[config.mk]
export PLATFORM = sky130hd
export DESIGN_NAME = seq_divider
export DESIGN_NICKNAME = d
export VERILOG_FILES = /design/src/rtl/seq_div_pkg.sv /design/src/rtl/seq_div_step.sv /design/src/rtl/seq_divider.sv
export SDC_FILE = /design/constraint.sdc
export NUM_CORES = 1
export LEC_CHECK = 0
export ABC_AREA = 1
export CAP_MARGIN = 0
export CORE_AREA = 2 2 78 80
export CTS_CLUSTER_SIZE = 20
export DETAILED_ROUTE_END_ITERATION = 7
export DIE_AREA = 0 0 80 82
export PLACE_DENSITY_LB_ADDON = 0.3
export SLEW_MARGIN = 20
export SYNTH_ARGS = -nofsm -noshare
export SYNTH_HDL_FRONTEND = slang
export SYNTH_SLANG_ARGS = --single-unit
[constraint.sdc]
create_clock -name clk_i -period 2.8 [get_ports clk_i]
set_input_delay 0.56 -clock clk_i [delete_from_list [all_inputs] [get_ports clk_i]]
set_output_delay 0.56 -clock clk_i [all_outputs]
set_load 0.02 [all_outputs]
[src/rtl/seq_div_pkg.sv]
// Shared types and constants for the sequential restoring divider.
package seq_div_pkg;

  typedef enum logic [1:0] {
    IDLE = 2'd0,
    RUN  = 2'd1,
    DONE = 2'd2
  } seq_div_state_t;

  // Widest operand supported; constants below are sized to it and sliced down.
  localparam int unsigned MAX_WIDTH = 32;

  // Quotient reported on divide-by-zero: all ones (-1 in two's complement).
  localparam logic [MAX_WIDTH-1:0] DBZ_QUOTIENT = '1;

  // Iteration counter width, enough to hold 0..w.
  function automatic int unsigned cnt_width(input int unsigned w);
    return $clog2(w + 1);
  endfunction

endpackage

[src/rtl/seq_div_step.sv]
// One restoring-division iteration: shift in the next dividend bit,
// trial-subtract the divisor, keep the difference if it did not go negative.
module seq_div_step #(
  parameter int WIDTH = 8
) (
  input  logic [WIDTH:0]   rem_i,
  input  logic [WIDTH-1:0] q_i,
  input  logic [WIDTH-1:0] b_i,
  output logic [WIDTH:0]   rem_o,
  output logic [WIDTH-1:0] q_o
);

  logic [WIDTH:0]   shifted;
  logic [WIDTH+1:0] trial;
  logic             ge;

  // The partial remainder is always below b, so the shifted value stays
  // under 2^(WIDTH+1) and the top bit of trial is a clean sign bit.
  always_comb begin
    shifted = {rem_i[WIDTH-1:0], q_i[WIDTH-1]};
    trial   = {rem_i, q_i[WIDTH-1]} - {2'b00, b_i};
    ge      = ~trial[WIDTH+1];
    rem_o   = ge ? trial[WIDTH:0] : shifted;
    q_o     = {q_i[WIDTH-2:0], ge};
  end

endmodule

[src/rtl/seq_divider.sv]
// Sequential restoring divider, one quotient bit per clock.
// Optional macro SEQ_DIV_SIGNED_EN: two's-complement operands (sign-magnitude
// around the unsigned core, correction applied on DONE entry).
//
// state | meaning
// IDLE  | after reset, waiting for load
// RUN   | iterating, WIDTH cycles
// DONE  | result valid, waiting for next load
module seq_divider
  import seq_div_pkg::*;
#(
  parameter int WIDTH = 8
) (
  input  logic             clk_i,
  input  logic             rst_ni,
  input  logic             load_i,
  input  logic [WIDTH-1:0] a_i,
  input  logic [WIDTH-1:0] b_i,
  output logic [WIDTH-1:0] quotient_o,
  output logic [WIDTH-1:0] remainder_o,
  output logic             valid_o,
  output logic             busy_o,
  output logic             dbz_o
);

  localparam int CW = cnt_width(WIDTH);

  seq_div_state_t   state_q;
  logic [WIDTH:0]   rem_q, rem_d;
  logic [WIDTH-1:0] q_q, q_d;
  logic [WIDTH-1:0] b_q;
  logic [CW-1:0]    cnt_q;
  logic [WIDTH-1:0] a_op, b_op;
  logic [WIDTH-1:0] q_fix, r_fix;

  seq_div_step #(.WIDTH(WIDTH)) u_step (
    .rem_i (rem_q),
    .q_i   (q_q),
    .b_i   (b_q),
    .rem_o (rem_d),
    .q_o   (q_d)
  );

`ifdef SEQ_DIV_SIGNED_EN
  logic neg_q_q, neg_r_q;

  // Core divides magnitudes; the most-negative value maps onto itself,
  // which as an unsigned magnitude is exactly right.
  always_comb begin
    a_op = a_i[WIDTH-1] ? (-a_i) : a_i;
    b_op = b_i[WIDTH-1] ? (-b_i) : b_i;
  end

  // Quotient sign is the XOR of operand signs; remainder follows the dividend.
  always_comb begin
    q_fix = neg_q_q ? (-q_d) : q_d;
    r_fix = neg_r_q ? (-rem_d[WIDTH-1:0]) : rem_d[WIDTH-1:0];
  end

  // Operand signs captured with the magnitudes on an accepted load.
  always_ff @(posedge clk_i or negedge rst_ni) begin
    if (!rst_ni) begin
      neg_q_q <= 1'b0;
      neg_r_q <= 1'b0;
    end else if (state_q != RUN && load_i && b_i != '0) begin
      neg_q_q <= a_i[WIDTH-1] ^ b_i[WIDTH-1];
      neg_r_q <= a_i[WIDTH-1];
    end
  end
`else
  // Unsigned: operands and results pass straight through.
  always_comb begin
    a_op  = a_i;
    b_op  = b_i;
    q_fix = q_d;
    r_fix = rem_d[WIDTH-1:0];
  end
`endif

  // Control FSM, iteration registers and registered result outputs.
  always_ff @(posedge clk_i or negedge rst_ni) begin
    if (!rst_ni) begin
      state_q     <= IDLE;
      rem_q       <= '0;
      q_q         <= '0;
      b_q         <= '0;
      cnt_q       <= '0;
      quotient_o  <= '0;
      remainder_o <= '0;
      valid_o     <= 1'b0;
      busy_o      <= 1'b0;
      dbz_o       <= 1'b0;
    end else begin
      case (state_q)
        IDLE, DONE: begin
          if (load_i) begin
            if (b_i == '0) begin
              state_q     <= DONE;
              quotient_o  <= DBZ_QUOTIENT[WIDTH-1:0];
              remainder_o <= a_i;
              valid_o     <= 1'b1;
              dbz_o       <= 1'b1;
            end else begin
              state_q <= RUN;
              busy_o  <= 1'b1;
              valid_o <= 1'b0;
              dbz_o   <= 1'b0;
              q_q     <= a_op;
              b_q     <= b_op;
              rem_q   <= '0;
              cnt_q   <= '0;
            end
          end
        end
        RUN: begin
          rem_q <= rem_d;
          q_q   <= q_d;
          cnt_q <= cnt_q + CW'(1);
          if (cnt_q == CW'(WIDTH - 1)) begin
            state_q     <= DONE;
            busy_o      <= 1'b0;
            valid_o     <= 1'b1;
            quotient_o  <= q_fix;
            remainder_o <= r_fix;
          end
        end
        default: state_q <= IDLE;
      endcase
    end
  end

endmodule
==> results of run 1 <==
cell usage in the layout (no fill, tap or decap), drive strengths merged, types with 7 or more instances in the layout:
master	instances
nand2	74
dfrtp	50
nand3	44
inv	41
clkdlybuf4s50	36
nor2	27
a21oi	19
o21ai	18
ha	9
or2	8
a211oi	7
clkbuf	7
worst register-to-register path, delay by kind of cell (launching register included):
kind	cells	cell delay (ns)
buffers and inverters	4	0.68
and+or+nand+nor	4	0.93
AOI/OAI and AO/OA	1	0.16
DFF	1	0.40
per-layer routing:
layer  track usage  up-vias  routed length, um
met5             0        -                  0
li1              -     1158                  -
met1         0.269     1087               2740
met2         0.341       50               2770
met3        0.0396       18                209
met4        0.0729        0                159
sequential cells by signal, indices dropped and copies added (netlist names):
signal,cells
rem_q,9
b_q,8
q_q,8
quotient_o,8
remainder_o,8
cnt_q,4
state_q,2
busy_o,1
dbz_o,1
valid_o,1
stage by stage:
step	cell area (um2)	worst slack, ns	hold WS (ns)	std cells
floorplan	2740	1.07	0.264	329
global placement	3140	0.390	0.466	433
detailed placement	3140	0.369	0.468	433
CTS	3250	0.521	0.318	441
global route	3250	0.348	0.336	441
finish	3250	0.538	0.294	441
cell usage after synthesis (3+ instances only):
cell       n
inv_1     37
o21ai_2    6
nand2_2    3
inv_2      3
o21ai_0   11
nand3_1   44
a31oi_1    3
a211oi_1   7
or2_2      4
ha_1       9
buf_6      3
a21oi_2    8
a21oi_1   11
or2_1      4
buf_2      5
nand2_1   70
nand4_1    6
nor2_1    24
dfrtp_1   50
xor2_1     3
layout make-up:
cell class | instances | area [um2] | share of cell area
sequential | 50 | 1250 | 0.385
multi-input combinational | 227 | 1250 | 0.386
inverter | 41 | 156 | 0.0481
timing repair buffer | 40 | 388 | 0.119
tap | 75 | 93.8 | 0.0289
clock inverter | 1 | 30.0 | 0.00924
clock buffer | 7 | 76.3 | 0.0235
cells by family (layout without fill, tap and decap cells):
logic type               Yosys count  after routing  synth area share
AND/OR/NAND/NOR                  162            162             0.271
AO/OA/AOI/OAI                     52             52             0.129
adder cells (fa/ha/maj)           10             10            0.0484
buffers and inverters             52             89            0.0854
flip-flops                        50             50             0.457
XOR/XNOR                           3              3           0.00959
worst paths after layout:
path                                  from             end  slack [ns]  depth (start not counted)
worst max register to register  state_q[0]  remainder_o[7]        0.54                          9
worst max-delay path            state_q[0]  remainder_o[7]        0.54                          9
max in group asynchronous           rst_ni        cnt_q[0]        1.87                          2
worst min register to register      b_q[0]          b_q[0]        0.49                          2
worst min-delay path                rst_ni          b_q[7]        0.29                          1
min in group clk_i                  b_q[0]          b_q[0]        0.49                          2
power by group:
part / leakage, nW / switching (mW) / internal [mW] / total, mW
clock: 0.0524 / 0.232 / 0.268 / 0.500
combinational: 0.908 / 1.59 / 0.978 / 2.57
sequential: 0.592 / 0.209 / 1.08 / 1.29
==> out/metrics.cfg, run 1 <==
[run_status]
outcome=finished, final reports clean

[global_route]
grt_pass1_wl_um=10500
grtUsageTotal=0.205
antenna_found_initial=0
grt_max_degree=31
grt_pass1_vias=2290
grt_overflow=0

[timing]
max_freq_ghz=0.442
finalHoldViolCount=0
setup_violations=0
fin_setup_tns_ns=0
relSlewSlack=0.496
tightest_slew_ns=0.755
rsz0062_at_grt=false
finClkSkew_ns=0.00801
fin_crit_sh=0.808
drv_slew=0
min_period_ns=2.26

[critical_path]
cp_slowest_cell=nand2_2
crit_type=register to register
cp_slowest_stage_delay_ns=0.43
critical_path_arrival_ns=2.47
start_kind=register
worst-path-max-fanout=27
critPathTopFamily=simple AND/OR/NAND/NOR gates
required_ns=3.00
cp_common_cell=inv_2
crit_path_end_kind=register
path_buf_inv=4
crit_chain=inv_2 -> nor2_8 -> inv_4 -> o22ai_2 -> nand2_2 -> inv_2 -> or2_2 -> nand2_1 -> inv_1

[drt]
routed_wl_um=5880
vias=2313
drt-initial-drc-count=123
drc=0
routedWlPerCell_um=13.3
firstDrtPassIters=4
drt-vias-per-instance=5.24
ant_nets=0

[synth]
ys_types=35
synth.cell_area_um2=2740
ys_ff_latch=50
synth_area_leaders=dfrtp_1 46%, nand2_1 9.6%, nand3_1 8.0%, inv_1 5.1%, ha_1 4.1%
avgSynthCellArea_um2=8.33
yosys_warnings=0
yosysSeqAreaShare=0.457
synth_edf_count=0
yosysTopAreaCellShare=0.457
synthFlopType=dfrtp_1
async_reset_ff_frac=1.00
syn_inst=329
synth_top_area_cell=dfrtp_1
synth_fp_nets=358

[clock_network]
clk-insertion-delay-late_ns=0.30
cts.clk_slew.worst_paths_ns=0.09
cts_resized=0
clockBufferDepth=2
post_cts_buffers=0
htree_levels=2
cts.sinks=50
cts_tree=done
cts_made_buffers=5
hold_buffers=0
cts_root_buf=clkbuf_8

[finish]
nFillCells=554
area_growth_pct=18.6
final_nets=394
final_util=0.566
drive_gt1_frac=0.109
antenna_cells=0

[floorplan]
die_y_um=82
die_w_um=80
row_count=28
core_um2=5750
start_util=0.477
die_area_um2=6560
pin_count=38

[power_and_ir_drop]
ir_drop_uv=635
leakage_nw=1.55
fin_total_pwr_mw=4.35
power-per-cell-area_nw_per_um2=1340

[placement]
dp_hpwl_um=4400
io_buffers=37
place_congestion=0.879

[worst_hold_path]
hold_class=input pin to asynchronous set/reset pin

[run]
cap_violations=0

Power figures use the tool's default switching activity.
==> inputs of run 2 (changes only) <==
Clock period 2.8 ns to 2.1 ns, I/O delays scaled along.
==> run 2 against run 1 <==
  * Worst setup slack got worse by 0.42 ns
  * Clock skew rose by 0.0039 ns
  * Highest routed layer unchanged
  * Via count rose by 0.99%
  * Wire length rose by 3.6%
  * Maximum frequency rose by 14%
  * Sequential power rose by 33%
  * Utilization rose by 2.0 points
  * Global-route usage rose by 0.076 points
  * Worst hold slack got worse by 0.21 ns
  * Combinational power rose by 43%
  * Sequential cell count did not move
  * Total power rose by 40%
==> out/metrics.cfg, run 2 (synthesis results as in run 1) <==
[critical_path]
crit_type=register to register
cp_slowest_stage_delay_ns=0.43
cp_slowest_cell=dfrtp_1
required_ns=2.36
start_kind=register
crit_path_end_kind=register
critical_path_arrival_ns=2.24
r2r_slack_ns=0.12
cp_common_cell=nand3_1
worst-path-max-fanout=10
critPathTopFamily=simple AND/OR/NAND/NOR gates
path_buf_inv=1
crit_chain=ha_1 -> nand2_2 -> nor2_2 -> nand3_1 -> nand3_1 -> nand2_1 -> nand2_4 -> nand3_1 -> nand3_1 -> nand2_1 -> inv_1

[clock_network]
cts.sinks=50
hold_buffers=0
post_cts_buffers=0
clk-insertion-delay-late_ns=0.31
cts_made_buffers=5
cts_root_buf=clkbuf_8
htree_levels=2
cts_resized=0
cts.clk_slew.worst_paths_ns=0.10
cts_tree=done
clockBufferDepth=2

[timing]
max_freq_ghz=0.504
tightest_slew_ns=0.539
setup_violations=0
fin_setup_tns_ns=0
finalHoldViolCount=0
rsz0062_at_grt=false
fin_crit_sh=0.945
drv_slew=0
finClkSkew_ns=0.0119
min_period_ns=1.98
worst_slack_ns=0.115
relSlewSlack=0.641

[global_route]
antenna_found_initial=0
grt_pass1_vias=2343
grtUsageTotal=0.206
grt_overflow=0
grt_pass1_wl_um=10500
grt_max_degree=30

[finish]
final_nets=400
largest_reg_flops=9
drive_gt1_frac=0.145
mostFrequentLayoutCell=nand2_1
final_cell_mix=69 x nand2_1, 50 x dfrtp_1, 44 x nand3_1, 37 x inv_1, 36 x clkdlybuf4s50_1
antenna_cells=0
area_growth_pct=22.9
regMostFlops=rem_q

[drt]
vias=2336
drt-vias-per-instance=5.23
drc=0
ant_nets=0
drt-initial-drc-count=148
firstDrtPassIters=4
routed_wl_um=6090
routedWlPerCell_um=13.6

[floorplan]
die_w_um=80
pin_count=38
die_y_um=82
row_count=28
die_area_um2=6560
start_util=0.477
core_um2=5750

[run]
cap_violations=0

[placement]
io_buffers=37
pre_cts_slack_ns=0.0642
place_congestion=0.851
dp_hpwl_um=4520

[run_status]
outcome=finished, final reports clean

[power_and_ir_drop]
leakage_nw=1.59
ir_drop_uv=949
power-per-cell-area_nw_per_um2=1800

[worst_hold_path]
hold_class=input pin to asynchronous set/reset pin

-- run 2: layout make-up --
class                           instances  area (um2)
Sequential cell                        50        1250
Fill cell                             531        2380
Multi-Input combinational cell        227        1300
Tap cell                               75        93.8
Inverter                               41         156
Clock inverter                          2        37.5
Clock buffer                            6        72.6
Timing Repair Buffer                   46         458
-- run 2: final timing paths --
kind	depth (start not counted)	endpoint	start
worst max-delay path	11	remainder_o[0]	rem_q[4]
worst min-delay path	1	remainder_o[7]	rst_ni
worst max register to register	11	remainder_o[0]	rem_q[4]
worst min register to register	2	b_q[0]	b_q[0]
max in group asynchronous	2	rem_q[0]	rst_ni
min in group clk_i	2	b_q[0]	b_q[0]
-- run 2: power by group --
part           internal (mW)  switching, mW  leakage [nW]  total, mW
logic                   1.49           2.18         0.944       3.67
registers               1.44          0.288         0.592       1.72
clock network          0.356          0.327        0.0514      0.683
-- run 2: metrics by stage --
stage                     hold WS, ns  area [um2]   util  std cells  total power, mW
final                          0.0883        3370  0.586        447             6.08
after global routing            0.120        3370  0.586        447             6.66
after CTS                      0.0955        3320  0.579        447             6.00
after detailed placement        0.438        3210  0.559        439             5.29
after global placement          0.434        3210  0.559        439             5.22
after floorplan                 0.124        2740      -        329             4.26
-- run 2: routing by layer --
| metal | GRT usage | share of wire | vias up |
|---|---|---|---|
| met1 | 0.272 | 0.47 | 1108 |
| met4 | 0.0814 | 0.024 | 0 |
| met2 | 0.341 | 0.48 | 48 |
| li1 | - | - | 1165 |
| met3 | 0.0330 | 0.031 | 15 |
| met5 | 0 | 0 | - |
==> inputs of run 3 (changes only) <==
Settings changed: CAP_MARGIN 0 to not set.
Clock period 2.1 ns to 2.05 ns, I/O delays scaled along.
==> run 3 against run 2 <==
  * Combinational power up 6.0%
  * Largest cell class unchanged
  * Utilization rose by 0.63 points
  * Critical path depth unchanged
  * Clock-buffer cell count is 1 lower
==> out/metrics.cfg, run 3 (synthesis results as in run 1) <==
[placement]
placed_area_um2=3230
pre_cts_slack_ns=0.0597
dp_hpwl_um=4500
place_congestion=0.843
io_buffers=37
dp_cells=443

[power_and_ir_drop]
ir_drop_uv=1060
leakage_nw=1.60
power-per-cell-area_nw_per_um2=1840
fin_total_pwr_mw=6.26

[drt]
routedWlPerCell_um=13.5
drt-vias-per-instance=5.18
routed-wl-met3_um=276
routed_wl_um=6080
met2WireLength_um=2920
drt-met1-wl_um=2760
vias=2338
ant_nets=0
drt-initial-drc-count=176
routed.top_layer=met4
drc=0
firstDrtPassIters=4

[floorplan]
die_area_um2=6560
core_um2=5750
die_w_um=80
die_y_um=82
pin_count=38
start_util=0.477
row_count=28

[timing]
rsz0062_at_grt=false
finalHoldViolCount=0
min_period_ns=1.86
fin_setup_tns_ns=0
tightest_slew_ns=0.645
finClkSkew_ns=0.0135
relSlewSlack=0.570
worst_slack_ns=0.191
max_freq_ghz=0.538
fin_crit_sh=0.907
worst_hold_slack_ns=0.209
setup_violations=0
drv_slew=0

[critical_path]
rr_worst_depth=11
crit_type=register to register
start_kind=register
critical_path_arrival_ns=2.12
required_ns=2.31
worst-path-max-fanout=10
reg2reg_to=remainder_o[0]
r2r_start=rem_q[4]
r2r_slack_ns=0.19
crit_path_end_kind=register

[worst_hold_path]
hold_class=input pin to asynchronous set/reset pin

[run]
cap_violations=0

[finish]
regMostFlops=rem_q
seqCellArea_um2=1250
area_growth_pct=24.2
multiInputGateArea_um2=1340
drive_gt1_frac=0.160
final_util=0.593
final_nets=404
final_cell_area_um2=3400
antenna_cells=0
final_cell_mix=70 x nand2_1, 49 x dfrtp_1, 44 x nand3_1, 37 x inv_1, 36 x clkdlybuf4s50_1
nFillCells=526
mostFrequentLayoutCell=nand2_1
largest_reg_flops=9
layout.cells.non_filler=451

[clock_network]
clockBufferDepth=2
cts_tree=done
cts.clk_slew.worst_paths_ns=0.10
cts.sinks=50
htree_levels=2
clk-insertion-delay-late_ns=0.31
cts_root_buf=clkbuf_8
post_cts_buffers=0
cts_made_buffers=5

[global_route]
grt_pass1_vias=2375
antenna_found_initial=0
grt_overflow=0
grtUsageTotal=0.207
grt_max_degree=51
grt_pass1_wl_um=10600

[run_status]
outcome=finished, final reports clean

==> run 3: changes by cell type in the layout (fill, tap and decap cells not counted), sizes merged <==
| cell | before | now |
|---|---|---|
| buf | 10 | 14 |
| clkinvlp | 1 | 0 |
| clkinv | 0 | 2 |
| clkbuf | 6 | 5 |
| bufinv | 1 | 0 |
| inv | 41 | 42 |
==> run 3: final cells by class <==
type                       count  share of cell area
clock buffer                   5              0.0202
multi-input combinational    227               0.393
inverter                      41              0.0459
sequential                    50               0.368
tap                           75              0.0276
timing repair buffer          50               0.140
clock inverter                 3             0.00551
==> run 3: repair_timing <==
item | in CTS | in global routing
hold endpoints to repair | 0 | 0
hold buffers | 0 | 0
endpoints found under the setup margin | 0 | 16
gates resized for setup | 0 | 12
==> run 3: worst max-delay path, cell delays in order, from the launching register on <==
cell,delay [ns]
dfrtp_1,0.47
ha_4,0.33
nand2_2,0.07
nor2_2,0.12
nand3_1,0.13
nand3_1,0.14
nand2_1,0.09
nand2_4,0.13
nand3_1,0.11
nand3_1,0.11
nand2_1,0.06
inv_1,0.05
==> run 3: where the power goes <==
part | total (mW) | internal [mW] | leakage, nW | switching (mW)
logic | 3.89 | 1.64 | 0.964 | 2.25
registers | 1.79 | 1.47 | 0.591 | 0.315
clock network | 0.582 | 0.241 | 0.0483 | 0.341
total | 6.26 | 3.36 | 1.60 | 2.90
==> run 3: worst max-delay path by stage <==
stage                   from  slack (ns)             end  depth (start not counted)
CTS                 rem_q[5]        0.05  remainder_o[0]                         11
global route        rem_q[3]        0.01  remainder_o[2]                         11
detailed placement  rem_q[5]        0.06  remainder_o[0]                         11
global placement    rem_q[5]        0.09  remainder_o[1]                         11
floorplan           rem_q[3]        0.32  remainder_o[1]                         11
finish              rem_q[4]        0.19  remainder_o[0]                         11
==> run 3: layer usage <==
metal	up-vias	GRT usage
met5	-	0
li1	1172	-
met2	55	0.348
met1	1097	0.269
met4	0	0.0831
met3	14	0.0352
